==> config.mk <==
export PLATFORM = sky130hd
export DESIGN_NAME = shift_sequencer
export DESIGN_NICKNAME = d
export VERILOG_FILES = /design/src/rtl/shift_sequencer.sv
export SDC_FILE = /design/constraint.sdc
export NUM_CORES = 1
export LEC_CHECK = 0
export ABC_AREA = 1
export CAP_MARGIN = 5
export CORE_MARGIN = 3
export CORE_UTILIZATION = 47
export CTS_BUF_LIST = sky130_fd_sc_hd__clkbuf_16
export CTS_CLUSTER_SIZE = 28
export DETAILED_ROUTE_END_ITERATION = 8
export HOLD_SLACK_MARGIN = 0.05
export PLACE_DENSITY = 0.84
export SYNTH_ARGS = -nofsm -noshare
export SYNTH_HDL_FRONTEND = slang
export SYNTH_HIERARCHICAL = 1
export SYNTH_SLANG_ARGS = --single-unit
export TNS_END_PERCENT = 1
==> constraint.sdc <==
create_clock -name clk -period 1.7 [get_ports clk]
set_input_delay 0.255 -clock clk [delete_from_list [all_inputs] [get_ports clk]]
set_output_delay 0.255 -clock clk [all_outputs]
set_load 0.05 [all_outputs]
==> src/rtl/shift_sequencer.sv <==
// Multi-cycle right-shift controller driving an 8-bit shiftright unit
// one bit per clock, with a start/done handshake toward the ALU.
module shiftright (
    input  logic [7:0] x,
    input  logic       cin,
    input  logic       sel1,
    input  logic       sel0,
    output logic [7:0] f,
    output logic       cout
);

    logic msb;

    always_comb begin
        msb = 1'b0;
        unique case ({sel1, sel0})
            2'b00: msb = 1'b0;
            2'b01: msb = x[0];
            2'b10: msb = cin;
            2'b11: msb = x[7];
            default: msb = 1'b0;
        endcase
    end

    assign f    = {msb, x[7:1]};
    assign cout = x[0];

endmodule

module shift_sequencer #(
    parameter int AMT_W = 3
) (
    input  logic             clk,
    input  logic             rst,
    input  logic             start,
    input  logic [1:0]       mode,
    input  logic [AMT_W-1:0] amt,
    input  logic [7:0]       din,
    input  logic             cin,
    output logic             busy,
    output logic             done,
    output logic [7:0]       dout,
    output logic             cout
);

    typedef enum logic [1:0] {
        IDLE,
        SHIFT,
        DONE
    } state_t;

    state_t           state_q, state_d;
    logic [7:0]       acc_q, acc_d;
    logic             carry_q, carry_d;
    logic [AMT_W-1:0] cnt_q, cnt_d;
    logic [1:0]       mode_q, mode_d;

    logic [7:0]       sh_f;
    logic             sh_cout;

    shiftright u_shr (
        .x    (acc_q),
        .cin  (carry_q),
        .sel1 (mode_q[1]),
        .sel0 (mode_q[0]),
        .f    (sh_f),
        .cout (sh_cout)
    );

    always_ff @(posedge clk or posedge rst) begin
        if (rst) begin
            state_q <= IDLE;
            acc_q   <= 8'h00;
            carry_q <= 1'b0;
            cnt_q   <= '0;
            mode_q  <= 2'b00;
        end else begin
            state_q <= state_d;
            acc_q   <= acc_d;
            carry_q <= carry_d;
            cnt_q   <= cnt_d;
            mode_q  <= mode_d;
        end
    end

    always_comb begin
        state_d = state_q;
        acc_d   = acc_q;
        carry_d = carry_q;
        cnt_d   = cnt_q;
        mode_d  = mode_q;
        busy    = 1'b0;
        done    = 1'b0;
        unique case (state_q)
            IDLE: begin
                if (start) begin
                    acc_d   = din;
                    carry_d = cin;
                    mode_d  = mode;
                    cnt_d   = amt;
                    state_d = (amt != '0) ? SHIFT : DONE;
                end
            end
            SHIFT: begin
                busy    = 1'b1;
                acc_d   = sh_f;
                carry_d = sh_cout;
                cnt_d   = cnt_q - AMT_W'(1);
                // cnt_q is never 0 here, so the decrement cannot wrap
                if (cnt_q == AMT_W'(1)) begin
                    state_d = DONE;
                end
            end
            DONE: begin
                busy    = 1'b1;
                done    = 1'b1;
                state_d = IDLE;
            end
            default: state_d = IDLE;
        endcase
    end

    assign dout = acc_q;
    assign cout = carry_q;

endmodule

==> results of run 1 <==
==> through the flow <==
stage / cells / setup WS [ns] / utilization, %
after detailed placement: 192 / 0.155 / 62.1
after global routing: 195 / 0.0390 / 65.8
after floorplan: 148 / 0.456 / -
after global placement: 192 / 0.191 / 62.1
final: 195 / 0.210 / 65.8
after CTS: 195 / 0.215 / 65.8
==> worst max-delay path, delay by kind of cell, from the launching register on <==
| family | cells | cell delay [ns] |
|---|---|---|
| AOI/OAI and AO/OA | 1 | 0.06 |
| adders and majority gates | 1 | 0.21 |
| buffers and inverters | 2 | 0.27 |
| DFF | 1 | 0.39 |
| and+or+nand+nor | 3 | 0.45 |
==> cells by family after synthesis <==
family	count (synthesis)	synth area share, %
compound gates	5	2.50
fa+ha+maj	5	6.26
flops	16	40.0
buf+inv	28	15.0
simple gates	94	36.2
==> registers in the layout, indices dropped and copies added (netlist names) <==
name,count
dout,8
cnt_q,3
mode_q,2
state_q,2
cout,1
==> Yosys cell counts <==
| master | instances |
|---|---|
| a21oi_1 | 1 |
| buf_2 | 3 |
| buf_4 | 9 |
| buf_6 | 1 |
| dfrtp_1 | 16 |
| ha_1 | 5 |
| inv_1 | 13 |
| inv_2 | 2 |
| nand2_1 | 83 |
| nand3_1 | 7 |
| nor2_1 | 4 |
| o21ai_0 | 2 |
| o21ai_1 | 2 |
==> final cells by class <==
| class | instances | area [um2] | share of cell area (%) |
|---|---|---|---|
| inverter | 15 | 56.3 | 4.31 |
| timing repair buffer | 30 | 290 | 22.2 |
| tap | 27 | 33.8 | 2.59 |
| sequential | 16 | 400 | 30.7 |
| clock buffer | 3 | 75.1 | 5.75 |
| multi-input combinational | 104 | 449 | 34.4 |
==> where the power goes <==
part,internal [mW],switching [mW]
combinational,0.581,1.10
clock,0.309,0.140
sequential,0.571,0.158
==> metal layers <==
metal	global-route usage (%)	share of wire, %	vias to the layer above
met1	21.9	45	409
met5	0	0	-
met3	2.87	4.3	4
li1	-	-	475
met4	5.24	0.78	0
met2	29.3	50	25
==> final timing paths <==
check / to / startpoint
min in group clk: dout[5]$_DFFE_PP0P_ / dout[5]$_DFFE_PP0P_
setup / recovery: cnt_q[0]$_DFFE_PP0P_ / state_q[1]$_DFFE_PP0P_
max in group asynchronous: dout[2]$_DFFE_PP0P_ / rst
hold / removal: dout[6]$_DFFE_PP0P_ / rst
hold reg to reg: dout[5]$_DFFE_PP0P_ / dout[5]$_DFFE_PP0P_
setup reg to reg: cnt_q[0]$_DFFE_PP0P_ / state_q[1]$_DFFE_PP0P_
==> results.md, run 1 <==
* Outcome: finished clean
* Overflow after GRT at 0
* Actual slew at the worst max-slew pin at 0.609 ns
* DRT Pass-1 Iters at 4
* Worst path slowest cell: dfrtp_1
* Detail Placement HPWL at 1.63 mm
* Vias per cell at 4.68
* Total track usage at 17.1%
* Fin area at 1310 um2
* CTS resizes at 0
* Fin. Hold Viols at 0
* Starting Density at 50.4%
* Initial antenna violation count at 0
* CP max stage delay at 0.39 ns
* Ant. Diodes at 0
* HP Class: input port to asynchronous set/reset pin
* Initial drt markers at 20
* Crit path launch type: flip-flop
* CTS Buf Count at 3
* Setup violators final at 0
* Crit path time final at 1.49 ns
* Setup bufs post-CTS at 0
* Clk pin slew, worst setup/hold paths at 0.05 ns
* TritonCTS clock tree: yes
* Hold-fix buffers, CTS at 0
* R2R setup slack at 0.21 ns
* Die height at 52.1 um
* Count of pins over their slew limit at 0
* Area of placed instances at 1230 um2
* Total Power at 2.86 mW
* Setup repair after global routing missed its margin: no
* Root buffer selected by CTS: clkbuf_16
* Antenna viol nets, final at 0
* Synth cell types at 13
* Worst endpoint data arrival time at 1.61 ns
* Synth Cell Area at 1000 um2
* Synth top area cells: dfrtp_1, nand2_1, buf_4, ha_1, inv_1
* Max-cap violations at 0
* DR DRC count at 0
* IO Port Bufs at 27
* WS Path Type: flip-flop to flip-flop
* Fmax at 671 MHz
* Top-level I/O count at 28
* CP most frequent cell: nand2_1
* Routed WL at 2.18 mm
* Yosys top cell by area: dfrtp_1
* CTS H-tree lvls at 1
* Area Overhead vs Synth at 30.5%
* Nets at 192
* Worst-Skew Late Latency at 0.24 ns
* Clock sinks at 16
* First-pass GRT wire length at 3.44 mm
* Hold Worst Slack at 0.387 ns
* Share of layout cells above drive strength 1 at 11.3%
* Syn nets at 170
* Most common cell after layout, fill and taps aside: nand2_1
* Final Cycle Share at 87.7%
* Die area at 2720 um2
* Vias post-DR at 913
* Post-Synthesis Cells at 148
* Clk_skew at 0.00146 ns
* Rows at 16
* Register area share after synthesis at 40.1%
* CP required at 1.82 ns
* Yosys warning total at 6
* Yosys top cell area share at 40.1%
* Critical path cell sequence: inv_1 -> ha_1 -> nand2_1 -> nand2_1 -> inv_2 -> nand2_1 -> o21ai_1
* Setup_tns at 0 ns
* Max IR drop VDD at 1290 uV
* Routed WL per cell at 11.2 um
* Synth Area per Inst at 6.75 um2
* Critical path endpoint category: flip-flop
* Number of global-route vias before repair at 805
* Worst R2R Path Depth at 7
* Power per cell area at 2190 nW/um2
* Slew Limit Headroom at 59.4%
* # fillers at 153
* Seq cells post-synth at 16
* Leak at 0.740 nW
* Crit-path max FO at 13
* RePlAce Congestion at 0.831
* Largest net degree at the start of global routing at 17
* CTS Buffer Depth at 2
* Core ar. at 1980 um2
* Commonest cells after routing, fill and taps aside: nand2_1, dfrtp_1, clkdlybuf4s50_1, inv_1, buf_4
* Die W at 52.1 um
No activity file was read; power rests on OpenSTA's default activity.
==> run 2, diff against run 1 <==
CORE_UTILIZATION = 50   (was 47)
DONT_BUFFER_PORTS = 1   (was unset)
PLACE_DENSITY = 0.7   (was 0.84)
==> run 2 against run 1 <==
Sequential share of layout area rose by 7.5 points. Register-to-register slack gained 0.15 ns. Clock skew decreased by 0.00057 ns. Count of clock-buffer cells in the layout is the same. First-iteration DRC count is 25% lower. Worst setup slack got worse by 0.019 ns. Global-route usage about the same. Via count is 11% lower. Combinational power fell by 40%. Critical endpoint is now busy. Highest routed layer unchanged.
==> results.md, run 2 (same netlist as run 1, synthesis figures left out) <==
* CTS Buf Count at 3 (unchanged)
* Worst R2R Path Depth at 8 (+1)
* Detail Placement HPWL at 1.41 mm (-13%)
* Initial drt markers at 15 (-25%)
* Total track usage at 17.1% (about the same)
* Crit-path max FO at 3 (-10)
* Hold Path Sink: mode_q[0]$_DFFE_PP0P_
* Worst path slowest cell: ha_1
* Die area at 2570 um2 (-5.3%)
* Fin. Hold Viols at 0 (unchanged)
* CTS H-tree lvls at 1 (unchanged)
* Number of global-route vias before repair at 752 (-6.6%)
* Fin area at 1050 um2 (-20%)
* First-pass GRT wire length at 3.36 mm (-2.2%)
* FF-to-FF End: dout[0]$_DFFE_PP0P_
* Share of layout cells above drive strength 1 at 5.59% (-5.7 points)
* Max IR drop VDD at 1230 uV (-4.6%)
* Nets at 166 (-14%)
* Outcome: finished clean
* R2R setup slack at 0.36 ns (+0.15 ns)
* Hold path depth at 2
* Pint at 1.20 mW (-18%)
* Die height at 50.7 um (-2.7%)
* Clk pin slew, worst setup/hold paths at 0.05 ns (about the same)
* Leak at 0.621 nW (-16%)
* Critical path endpoint category: primary output
* TritonCTS clock tree: yes
* # fillers at 176 (+15%)
* Crit path time final at 1.51 ns (+0.0189 ns)
* Reg area at 400 um2 (unchanged)
* Worst endpoint data arrival time at 1.25 ns (-0.36 ns)
* Overflow after GRT at 0 (unchanged)
* Starting Density at 55.5% (+5.0 points)
* Worst-Skew Late Latency at 0.24 ns (about the same)
* Setup bufs post-CTS at 0 (unchanged)
* Clock sinks at 16 (unchanged)
* Routed WL per cell at 11.6 um (+4.1%)
* Clock power share at 18.1% (+2.4 points)
* Largest net degree at the start of global routing at 17 (unchanged)
* Footprint of the multi-input gates at 449 um2 (unchanged)
* Area of placed instances at 960 um2 (-22%)
* Count of pins over their slew limit at 0 (unchanged)
* Ant. Diodes at 0 (unchanged)
* Fmax at 663 MHz (-1.3%)
* Rows at 15 (-1)
* IO Port Bufs at 0 (-100%)
* CP required at 1.44 ns (-0.38 ns)
* Worst reg2reg path startpoint: state_q[0]$_DFFE_PP0P_
* Setup repair after global routing missed its margin: no
* Sequential share of power at 42.5% (+17 points)
* Final Cycle Share at 88.8% (+1.1 points)
* Actual slew at the worst max-slew pin at 0.603 ns (-0.00516 ns)
* Die W at 50.7 um (-2.7%)
* Setup violators final at 0 (unchanged)
* Root buffer selected by CTS: clkbuf_16
* CP max stage delay at 0.58 ns (+0.19 ns)
* Top delay family on crit path: adder cells
* Most common cell after layout, fill and taps aside: nand2_1
* Top-level I/O count at 28 (unchanged)
* Clk_skew at 0.000895 ns (-0.000567 ns)
* CTS resizes at 0 (unchanged)
* Critical path cell sequence: inv_1 -> ha_1
* Setup_tns at 0 ns (unchanged)
* CTS Buffer Depth at 2 (unchanged)
* WS Path Type: flip-flop to primary output
* WP buf/inv at 1 (-1)
* Commonest cells after routing, fill and taps aside: nand2_1, dfrtp_1, inv_1, nand3_1, ha_1
* DRT Pass-1 Iters at 4 (unchanged)
* Hold path startpoint: mode[0]
* Antenna viol nets, final at 0 (unchanged)
* Max-cap violations at 0 (unchanged)
* Routed WL at 1.95 mm (-10%)
* Initial antenna violation count at 0 (unchanged)
* Largest register FFs at 8 (unchanged)
* RePlAce Congestion at 0.773 (-6.9%)
* Core ar. at 1800 um2 (-9.1%)
* Slew Limit Headroom at 59.7% (+0.34 points)
* P_sw at 1.34 mW (-4.3%)
* Combinational Power Share at 39.5% (-19 points)
* Vias per cell at 4.85 (+3.6%)
* Crit path launch type: flip-flop
* Switching power share of the total at 52.7% (+3.8 points)
* HP Class: input port to flip-flop
* DR DRC count at 0 (unchanged)
* Area Overhead vs Synth at 4.88%
* Vias post-DR at 815 (-11%)
* Power per cell area at 2430 nW/um2 (+11%)
-- run 2: changes by cell type in the layout (fill, tap and decap cells not counted), sizes merged --
cell           change
clkdlybuf4s50     -16
buf               -11
clkinv             +1
dlygate4sd3        +1
-- run 2: cell type report --
class / count / share of cell area [%]
inverters: 15 / 5.37
repair buffers: 4 / 3.10
flip-flops and latches: 16 / 38.2
multi-input cells: 104 / 42.8
clock inverters: 1 / 0.358
well taps: 25 / 2.98
clock buffers: 3 / 7.16
-- run 2: what timing repair did --
item	in CTS	in global routing
hold buffers	1	0
setup endpoints to repair	0	0
endpoints found under the hold margin	16	0
-- run 2: worst max-delay path by stage --
| stage | from | end | cells after the start |
|---|---|---|---|
| 3_3_place_gp | state_q[0]$_DFFE_PP0P_ | dout[6]$_DFFE_PP0P_ | 8 |
| 2_1_floorplan | state_q[1]$_DFFE_PP0P_ | dout[0]$_DFFE_PP0P_ | 8 |
| 6_report | state_q[0]$_DFFE_PP0P_ | busy | 2 |
| 5_1_grt | state_q[0]$_DFFE_PP0P_ | busy | 2 |
| 4_1_cts | state_q[0]$_DFFE_PP0P_ | busy | 2 |
| 3_5_place_dp | state_q[0]$_DFFE_PP0P_ | dout[4]$_DFFE_PP0P_ | 8 |
-- run 2: power by group through the flow --
stage	Clock, mW	Combinational (mW)	Sequential (mW)
after floorplan	0	0.987	1.05
after global placement	0	0.965	1.09
after detailed placement	0	0.995	1.09
after CTS	0.464	1.02	1.08
after global routing	0.480	1.16	1.10
final	0.460	1.00	1.08
-- run 2: layer usage --
layer  GRT usage [%]  up-vias  routed length [um]
li1                -      424                   -
met1            21.6      366                 848
met2            28.3       21                 948
met3            5.64        4                 135
met4            4.04        0                  20
met5               0        -                   0
-- run 2: stage by stage --
| step | total power [mW] | setup WS [ns] | util [%] | std cells | hold slack, ns |
|---|---|---|---|---|---|
| 2_1_floorplan | 2.04 | 0.456 | - | 148 | 0.169 |
| 3_3_place_gp | 2.05 | 0.434 | 53.3 | 163 | 0.242 |
| 3_5_place_dp | 2.09 | 0.384 | 53.3 | 163 | 0.251 |
| 4_1_cts | 2.56 | 0.183 | 58.2 | 168 | 0.122 |
| 5_1_grt | 2.74 | 0.150 | 58.2 | 168 | 0.151 |
| 6_report | 2.54 | 0.191 | 58.2 | 168 | 0.119 |
-- run 2: worst register-to-register path, stage by stage (launching register included) --
cell     delay (ns)
dfrtp_1        0.39
inv_1          0.09
ha_1           0.22
inv_1          0.07
nand2_1        0.06
nand2_1        0.08
buf_4          0.18
nand2_1        0.07
nand2_1        0.07
==> run 3, diff against run 2 <==
GPL_ROUTABILITY_DRIVEN = 0   (was unset)
MAX_ROUTING_LAYER = met4   (was unset)
==> run 3 against run 2 <==
Worst setup slack about the same. Cell count unchanged. Die area stayed put. Fmax is essentially flat.
==> results.md, run 3 (same netlist as run 1, synthesis figures left out) <==
* Die W at 50.7 um (unchanged)
* Crit-path max FO at 3 (unchanged)
* Routed WL per cell at 11.8 um (+1.5%)
* Setup_tns at 0 ns (unchanged)
* Clock power share at 18.0% (about the same)
* IO Port Bufs at 0 (unchanged)
* Crit path launch type: flip-flop
* Setup repair after global routing missed its margin: no
* Die height at 50.7 um (unchanged)
* Commonest cells after routing, fill and taps aside: nand2_1, dfrtp_1, inv_1, nand3_1, ha_1
* DRT Pass-1 Iters at 4 (unchanged)
* Detail Placement HPWL at 1.41 mm (unchanged)
* Vias post-DR at 820 (+0.61%)
* Total track usage at 17.7% (+0.53 points)
* Worst R2R Path Depth at 8 (unchanged)
* Area Overhead vs Synth at 4.88% (unchanged)
* CTS resizes at 0 (unchanged)
* Final Cycle Share at 88.8% (about the same)
* Clock sinks at 16 (unchanged)
* Antenna viol nets, final at 0 (unchanged)
* CP max stage delay at 0.58 ns (about the same)
* DR DRC count at 0 (unchanged)
* Hold Worst Slack at 0.119 ns (-0.000133 ns)
* Root buffer selected by CTS: clkbuf_16
* Dpl cells at 163 (unchanged)
* Largest register FFs at 8 (unchanged)
* Max IR drop VDD at 1230 uV (+0.38%)
* Fin. Hold Viols at 0 (unchanged)
* Largest net degree at the start of global routing at 17 (unchanged)
* Number of global-route vias before repair at 753 (+0.13%)
* CTS Buf Count at 3 (unchanged)
* Combinational Power Share at 39.6% (about the same)
* Worst endpoint data arrival time at 1.25 ns (about the same)
* WS Path Type: flip-flop to primary output
* Die area at 2570 um2 (unchanged)
* Setup violators final at 0 (unchanged)
* Starting Density at 55.5% (unchanged)
* Share of layout cells above drive strength 1 at 5.59% (unchanged)
* Initial antenna violation count at 0 (unchanged)
* Overflow after GRT at 0 (unchanged)
* Crit. Startpoint: state_q[0]$_DFFE_PP0P_
* Most common cell after layout, fill and taps aside: nand2_1
* Core ar. at 1800 um2 (unchanged)
* Fmax at 662 MHz (about the same)
* Worst path slowest cell: ha_1
* Critical path endpoint category: primary output
* Leak at 0.621 nW (unchanged)
* Critical path cell sequence: inv_1 -> ha_1
* P_sw at 1.35 mW (+0.40%)
* Sequential share of power at 42.4% (about the same)
* TritonCTS clock tree: yes
* Initial drt markers at 8 (-7)
* Max-cap violations at 0 (unchanged)
* CTS H-tree lvls at 1 (unchanged)
* CTS Buffer Depth at 2 (unchanged)
* Top-level I/O count at 28 (unchanged)
* Hold-fix buffers, CTS at 1 (unchanged)
* Clk_skew at 0.000848 ns (-0.0000472 ns)
* Worst reg2reg path startpoint: state_q[0]$_DFFE_PP0P_
* FF-to-FF End: dout[0]$_DFFE_PP0P_
* Final worst slack at 0.190 ns (-0.000258 ns)
* Setup bufs post-CTS at 0 (unchanged)
* Clk pin slew, worst setup/hold paths at 0.05 ns (about the same)
* Pre-CTS setup slack at 0.384 ns (unchanged)
* Worst-Skew Late Latency at 0.24 ns (about the same)
* Slew Limit Headroom at 59.7% (about the same)
* Nets at 166 (unchanged)
* Actual slew at the worst max-slew pin at 0.603 ns (+0.000119 ns)
* First-pass GRT wire length at 3.37 mm (+0.21%)
* CP required at 1.44 ns (about the same)
* Setup crit end: busy
* Post-Layout Cell Count at 168 (unchanged)
* Ant. Diodes at 0 (unchanged)
* R2R setup slack at 0.36 ns (about the same)
* Vias per cell at 4.88 (+0.61%)
* Rows at 15 (unchanged)
* Pint at 1.20 mW (about the same)
* Routed WL at 1.98 mm (+1.5%)
* Count of pins over their slew limit at 0 (unchanged)
* Switching power share of the total at 52.8% (+0.098 points)
* Outcome: finished clean
* Power per cell area at 2430 nW/um2 (+0.21%)
* Crit path time final at 1.51 ns (+0.000258 ns)
* HP Class: input port to flip-flop
run 3: metal layers:
layer  global-route usage, %  wire length [um]  share of wire, %
met1                    21.7               900                45
met2                    28.5               947                48
met3                    5.34               114               5.7
met4                    4.04                20               1.0
met5                       -                 0                 0
run 3: power by group through the flow:
stage / Sequential (mW) / Clock, mW / Combinational, mW
after global routing: 1.10 / 0.480 / 1.16
final: 1.08 / 0.458 / 1.01
after floorplan: 1.05 / 0 / 0.987
after CTS: 1.08 / 0.464 / 1.02
after global placement: 1.09 / 0 / 0.965
after detailed placement: 1.09 / 0 / 0.995
run 3: through the flow:
| step | power [mW] | util, % | instance area [um2] |
|---|---|---|---|
| after CTS | 2.56 | 58.2 | 1050 |
| final | 2.55 | 58.2 | 1050 |
| after detailed placement | 2.09 | 53.3 | 960 |
| after floorplan | 2.04 | - | 1000 |
| after global routing | 2.74 | 58.2 | 1050 |
| after global placement | 2.05 | 53.3 | 960 |
run 3: cell type report:
| cell class | instances | area [um2] |
|---|---|---|
| clock inverter | 1 | 3.75 |
| fill | 176 | 753 |
| clock buffer | 3 | 75.1 |
| sequential | 16 | 400 |
| inverter | 15 | 56.3 |
| multi-input combinational | 104 | 449 |
| tap | 25 | 31.3 |
| timing repair buffer | 4 | 32.5 |
run 3: worst max-delay path: cells and delay by family, from the launching register on:
| kind | cells | cell delay (ns) |
|---|---|---|
| adders and majority gates | 1 | 0.58 |
| buffers and inverters | 1 | 0.07 |
| DFF | 1 | 0.36 |
run 3: how the worst min path moves through the flow:
stage               startpoint                     to  slack [ns]  cells after the start
floorplan                  rst   cnt_q[0]$_DFFE_PP0P_        0.17                      1
detailed placement         rst    dout[1]$_DFFE_PP0P_        0.25                      1
CTS                    mode[0]  mode_q[0]$_DFFE_PP0P_        0.12                      2
global placement           rst    dout[3]$_DFFE_PP0P_        0.24                      1
global route           mode[0]  mode_q[0]$_DFFE_PP0P_        0.15                      2
finish                 mode[0]  mode_q[0]$_DFFE_PP0P_        0.12                      2
==> variant 1, RTL diff (config.mk and constraints of run 2) <==
Put one more register stage on the output `dout`, cleared by the reset. The value now appears one clock later. The other outputs are not delayed to match.
--- a/src/rtl/shift_sequencer.sv
+++ b/src/rtl/shift_sequencer.sv
@@ -120,7 +120,13 @@
         endcase
     end
 
-    assign dout = acc_q;
+    always_ff @(posedge clk or posedge rst) begin
+        if (rst) begin
+            dout <= '0;
+        end else begin
+            dout <= acc_q;
+        end
+    end
     assign cout = carry_q;
 
 endmodule
Check against the original RTL: not equivalent (a bounded check fails within 4 cycles, from zero or initial values and one cycle with rst high).
==> variant 1 against run 2 <==
Non-clock buffer count is 1 higher. Via count is 5.2% higher. Sequential share of layout area is 9.6 points higher. Setup slack worse by 0.013 ns. Area after synthesis is 20% higher. Final area is 20% higher. Power is 13% higher. Final cell count is 6.5% higher. Sequential cell count is 8 higher. Fmax is 0.87% lower. Wire length is 7.3% higher.
==> variant 1: results (changes against run 2) <==
.. list-table::
   :header-rows: 1

   * - Metric
     - Value
   * - Worst IR drop on VDD
     - 1.41 mV (was 1.23 mV)
   * - Met3 usage
     - 0.0322 (was 0.0564)
   * - Total of fill cells in the finished design
     - 205 (was 176)
   * - Number of global-route vias before repair
     - 779 (was 752)
   * - Cells after synthesis
     - 156 (was 148)
   * - Global-route wire length before repair
     - 3330 um (was 3360 um)
   * - Leakage power
     - 0.723 nW (was 0.621 nW)
   * - Delay of the slowest critical-path stage
     - 0.56 ns (was 0.58 ns)
   * - GRT met2 Usage
     - 0.272 (was 0.283)
   * - WP data arrival
     - 1.27 ns (was 1.25 ns)
   * - Worst relative slew slack
     - 0.657 (was 0.597)
   * - 1st-iter DRT viols
     - 14 (was 15)
   * - Vias per std cell
     - 4.79 (was 4.85)
   * - Top achievable clock speed
     - 0.657 GHz (was 0.663 GHz)
   * - Terminus of the critical flop-to-flop path
     - cnt_q[1] (was dout[0])
   * - Vias
     - 857 (was 815)
   * - Run status
     - completed (unchanged)
   * - Largest cells by area after synthesis
     - sky130_fd_sc_hd__dfrtp_1 50%, sky130_fd_sc_hd__nand2_1 26%, sky130_fd_sc_hd__buf_4 5.6%, sky130_fd_sc_hd__ha_1 5.2%, sky130_fd_sc_hd__inv_1 4.1% (was sky130_fd_sc_hd__dfrtp_1 40%, sky130_fd_sc_hd__nand2_1 31%, sky130_fd_sc_hd__buf_4 6.8%, sky130_fd_sc_hd__ha_1 6.3%, sky130_fd_sc_hd__inv_1 4.9%)
   * - Cell count after placement
     - 175 (was 163)
   * - Sum of net half-perimeters after detailed placement
     - 1530 um (was 1410 um)
   * - Register area share after synthesis
     - 0.501 (was 0.401)
   * - Arithmetic-cell share of the synthesized area counting full adders, half adders and majority gates
     - 0.0521 (was 0.0626)
   * - Largest net degree at the start of global routing
     - 25 (was 17)
   * - Synthesized-area fraction occupied by ao, oa, aoi and oai cells
     - 0.0209 (was 0.0250)
   * - Slack of the worst reg-to-reg path
     - 0.33 ns (was 0.36 ns)
   * - Net count of the mapped netlist
     - 178 (was 170)
   * - Place WS
     - 0.349 ns (was 0.384 ns)
[variant 1: cell types whose count changed in the layout (fill, tap and decap cells not counted)]
cell,change
sky130_fd_sc_hd__clkinv_1,-1
sky130_fd_sc_hd__dfrtp_1,+8
sky130_fd_sc_hd__buf_4,+1
[variant 1: layout make-up]
cell class | instances | share of cell area
Multi-Input combinational cell | 104 | 0.358
Tap cell | 28 | 0.0279
Sequential cell | 24 | 0.478
Inverter | 15 | 0.0448
Clock buffer | 3 | 0.0598
Timing Repair Buffer | 5 | 0.0319
[variant 1: metrics by stage]
stage | util | instance area (um^2)
2_1_floorplan | - | 1200
3_3_place_gp | 0.519 | 1170
3_5_place_dp | 0.519 | 1170
4_1_cts | 0.557 | 1260
5_1_grt | 0.557 | 1260
6_report | 0.557 | 1260
[variant 1: logic make-up after synthesis]
logic type / count (synthesis)
adders and majority gates: 5
and+or+nand+nor: 94
AOI/OAI and AO/OA: 5
buffers and inverters: 28
DFF: 24
[variant 1: routing by layer]
| metal | routed length [um] | vias up | part of all wire |
|---|---|---|---|
| met3 | 139 | 4 | 0.066 |
| met4 | 25 | 0 | 0.012 |
| met1 | 923 | 381 | 0.44 |
| met5 | 0 | - | 0 |
| met2 | 1010 | 22 | 0.48 |
| li1 | - | 450 | - |
[variant 1: power breakdown]
group	switching [mW]	internal, mW
registers	0.538	0.843
clock network	0.186	0.311
logic	0.667	0.331
total	1.39	1.48
[variant 1: worst reg2reg max path, delay by kind of cell (launching register included)]
kind / cells / cell delay [ns]
buffers and inverters: 3 / 0.36
and+or+nand+nor: 3 / 0.24
AOI/OAI and AO/OA: 1 / 0.08
adders and majority gates: 1 / 0.21
DFF: 1 / 0.40
[variant 1: worst min-delay path by stage]
stage               slack (ns)  cells past startpoint        end     from
finish                    0.11                      2  mode_q[0]  mode[0]
floorplan                 0.27                      1   acc_q[0]      rst
global route              0.13                      2  mode_q[1]  mode[1]
global placement          0.21                      2   acc_q[1]      rst
detailed placement        0.21                      2   acc_q[1]      rst
CTS                       0.11                      2  mode_q[0]  mode[0]
[variant 1: repair_timing]
action                                 in CTS  in global routing
resized for setup                           0                  0
buffers inserted                            0                  0
endpoints found under the hold margin      24                  0
hold buffers                                1                  0
==> variant 2, RTL diff (flow settings as in run 2) <==
Without the edit above. Set the parameter `AMT_W` to 6 (it was 3).
--- a/src/rtl/shift_sequencer.sv
+++ b/src/rtl/shift_sequencer.sv
@@ -28,7 +28,7 @@
 endmodule
 
 module shift_sequencer #(
-    parameter int AMT_W = 3
+    parameter int AMT_W = 6
 ) (
     input  logic             clk,
     input  logic             rst,
Ports: changed (resized amt); port bits go from 28 to 31. No check against the original RTL was run, so the function may have changed too.
==> variant 2 against run 2 <==
Power grew 27%. Setup slack lost 0.0013 ns. Hold slack gained 0.032 ns. Wire length grew 24%. Sequential cell count grew 3. Via count grew 17%. Utilization shrank 1.1 points. Area after synthesis grew 19%. Final area grew 22%. Sequential share of layout area shrank 0.89 points. Fmax is essentially flat. Largest cell class unchanged. Largest power group is now combinational logic.
==> variant 2: results (changes against run 2) <==
.. list-table::
   :header-rows: 1

   * - Metric
     - Value
   * - Multi-input combinational area share
     - 0.435 (was 0.428)
   * - Crit path max-delay cell type
     - sky130_fd_sc_hd__dfrtp_1 (was sky130_fd_sc_hd__ha_1)
   * - Pwr Total
     - 3.24 mW (was 2.54 mW)
   * - Non-clock inverter instance count of the final layout
     - 16 (was 15)
   * - Mux share of post-synthesis cell area
     - 0.0189 (was 0)
   * - Count of sequential standard cells
     - 19 (was 16)
   * - Area occupied by registers
     - 475 um^2 (was 400 um^2)
   * - Clock buffers and inverters, area share
     - 0.0628 (was 0.0752)
   * - Arithmetic-cell share of the synthesized area counting full adders, half adders and majority gates
     - 0.0525 (was 0.0626)
   * - Run status
     - completed (unchanged)
   * - Post-detailed-placement cell area
     - 0.00118 mm^2 (was 960 um^2)
   * - Number of distinct library cell variants in the gate-level netlist after synthesis
     - 22 (was 13)
   * - Total of fill cells in the finished design
     - 215 (was 176)
   * - Internal power consumption
     - 1.58 mW (was 1.20 mW)
   * - Power dissipated in sequential cells
     - 1.14 mW (was 1.08 mW)
   * - Worst IR drop on VDD
     - 1.51 mV (was 1.23 mV)
   * - Layout Cells excl Fill
     - 178 (was 168)
   * - Combinational fraction of design power
     - 0.496 (was 0.395)
   * - Post-detailed-route wirelength per cell
     - 13.7 um (was 11.6 um)
   * - Number of non-clock buffers
     - 7 (was 4)
   * - Met1 Routed Length
     - 1040 um (was 848 um)
   * - Worst-path fanout max
     - 18 (was 3)
   * - Share of final layout cell area taken by non-clock buffers
     - 0.0530 (was 0.0310)
   * - Worst Hold Margin
     - 0.151 ns (was 0.119 ns)
   * - Fraction of layout cells with a size suffix above 1
     - 0.140 (was 0.0559)
   * - Number of global-route vias before repair
     - 888 (was 752)
   * - Cell count after placement
     - 173 (was 163)
## variant 2: cell types whose count changed after synthesis, sizes merged
cell           run 2  this run
inv               15        16
clkbuf             0         1
mux2               0         2
a21oi              1         2
nor2               4        19
o211ai             0         1
nand2             83        44
nand3              7        10
nand4              0         1
o21ai              4        10
a31oi              0         9
dfrtp             16        19
nand3b             0         1
## variant 2: path summary, 6_finish.rpt
kind	start	to	cells past startpoint
min in group asynchronous	rst	state_q[0]	2
hold / removal	din[5]	dout[5]	2
hold reg to reg	state_q[1]	state_q[1]	2
setup / recovery	state_q[1]	dout[6]	7
setup reg to reg	state_q[1]	dout[6]	7
max in group asynchronous	rst	cnt_q[5]	2
## variant 2: repair_timing
| action | in CTS | in global routing |
|---|---|---|
| hold endpoints to repair | 19 | 0 |
| setup endpoints to repair | 0 | 7 |
| hold buffers | 1 | 0 |
| gates resized for setup | 0 | 1 |
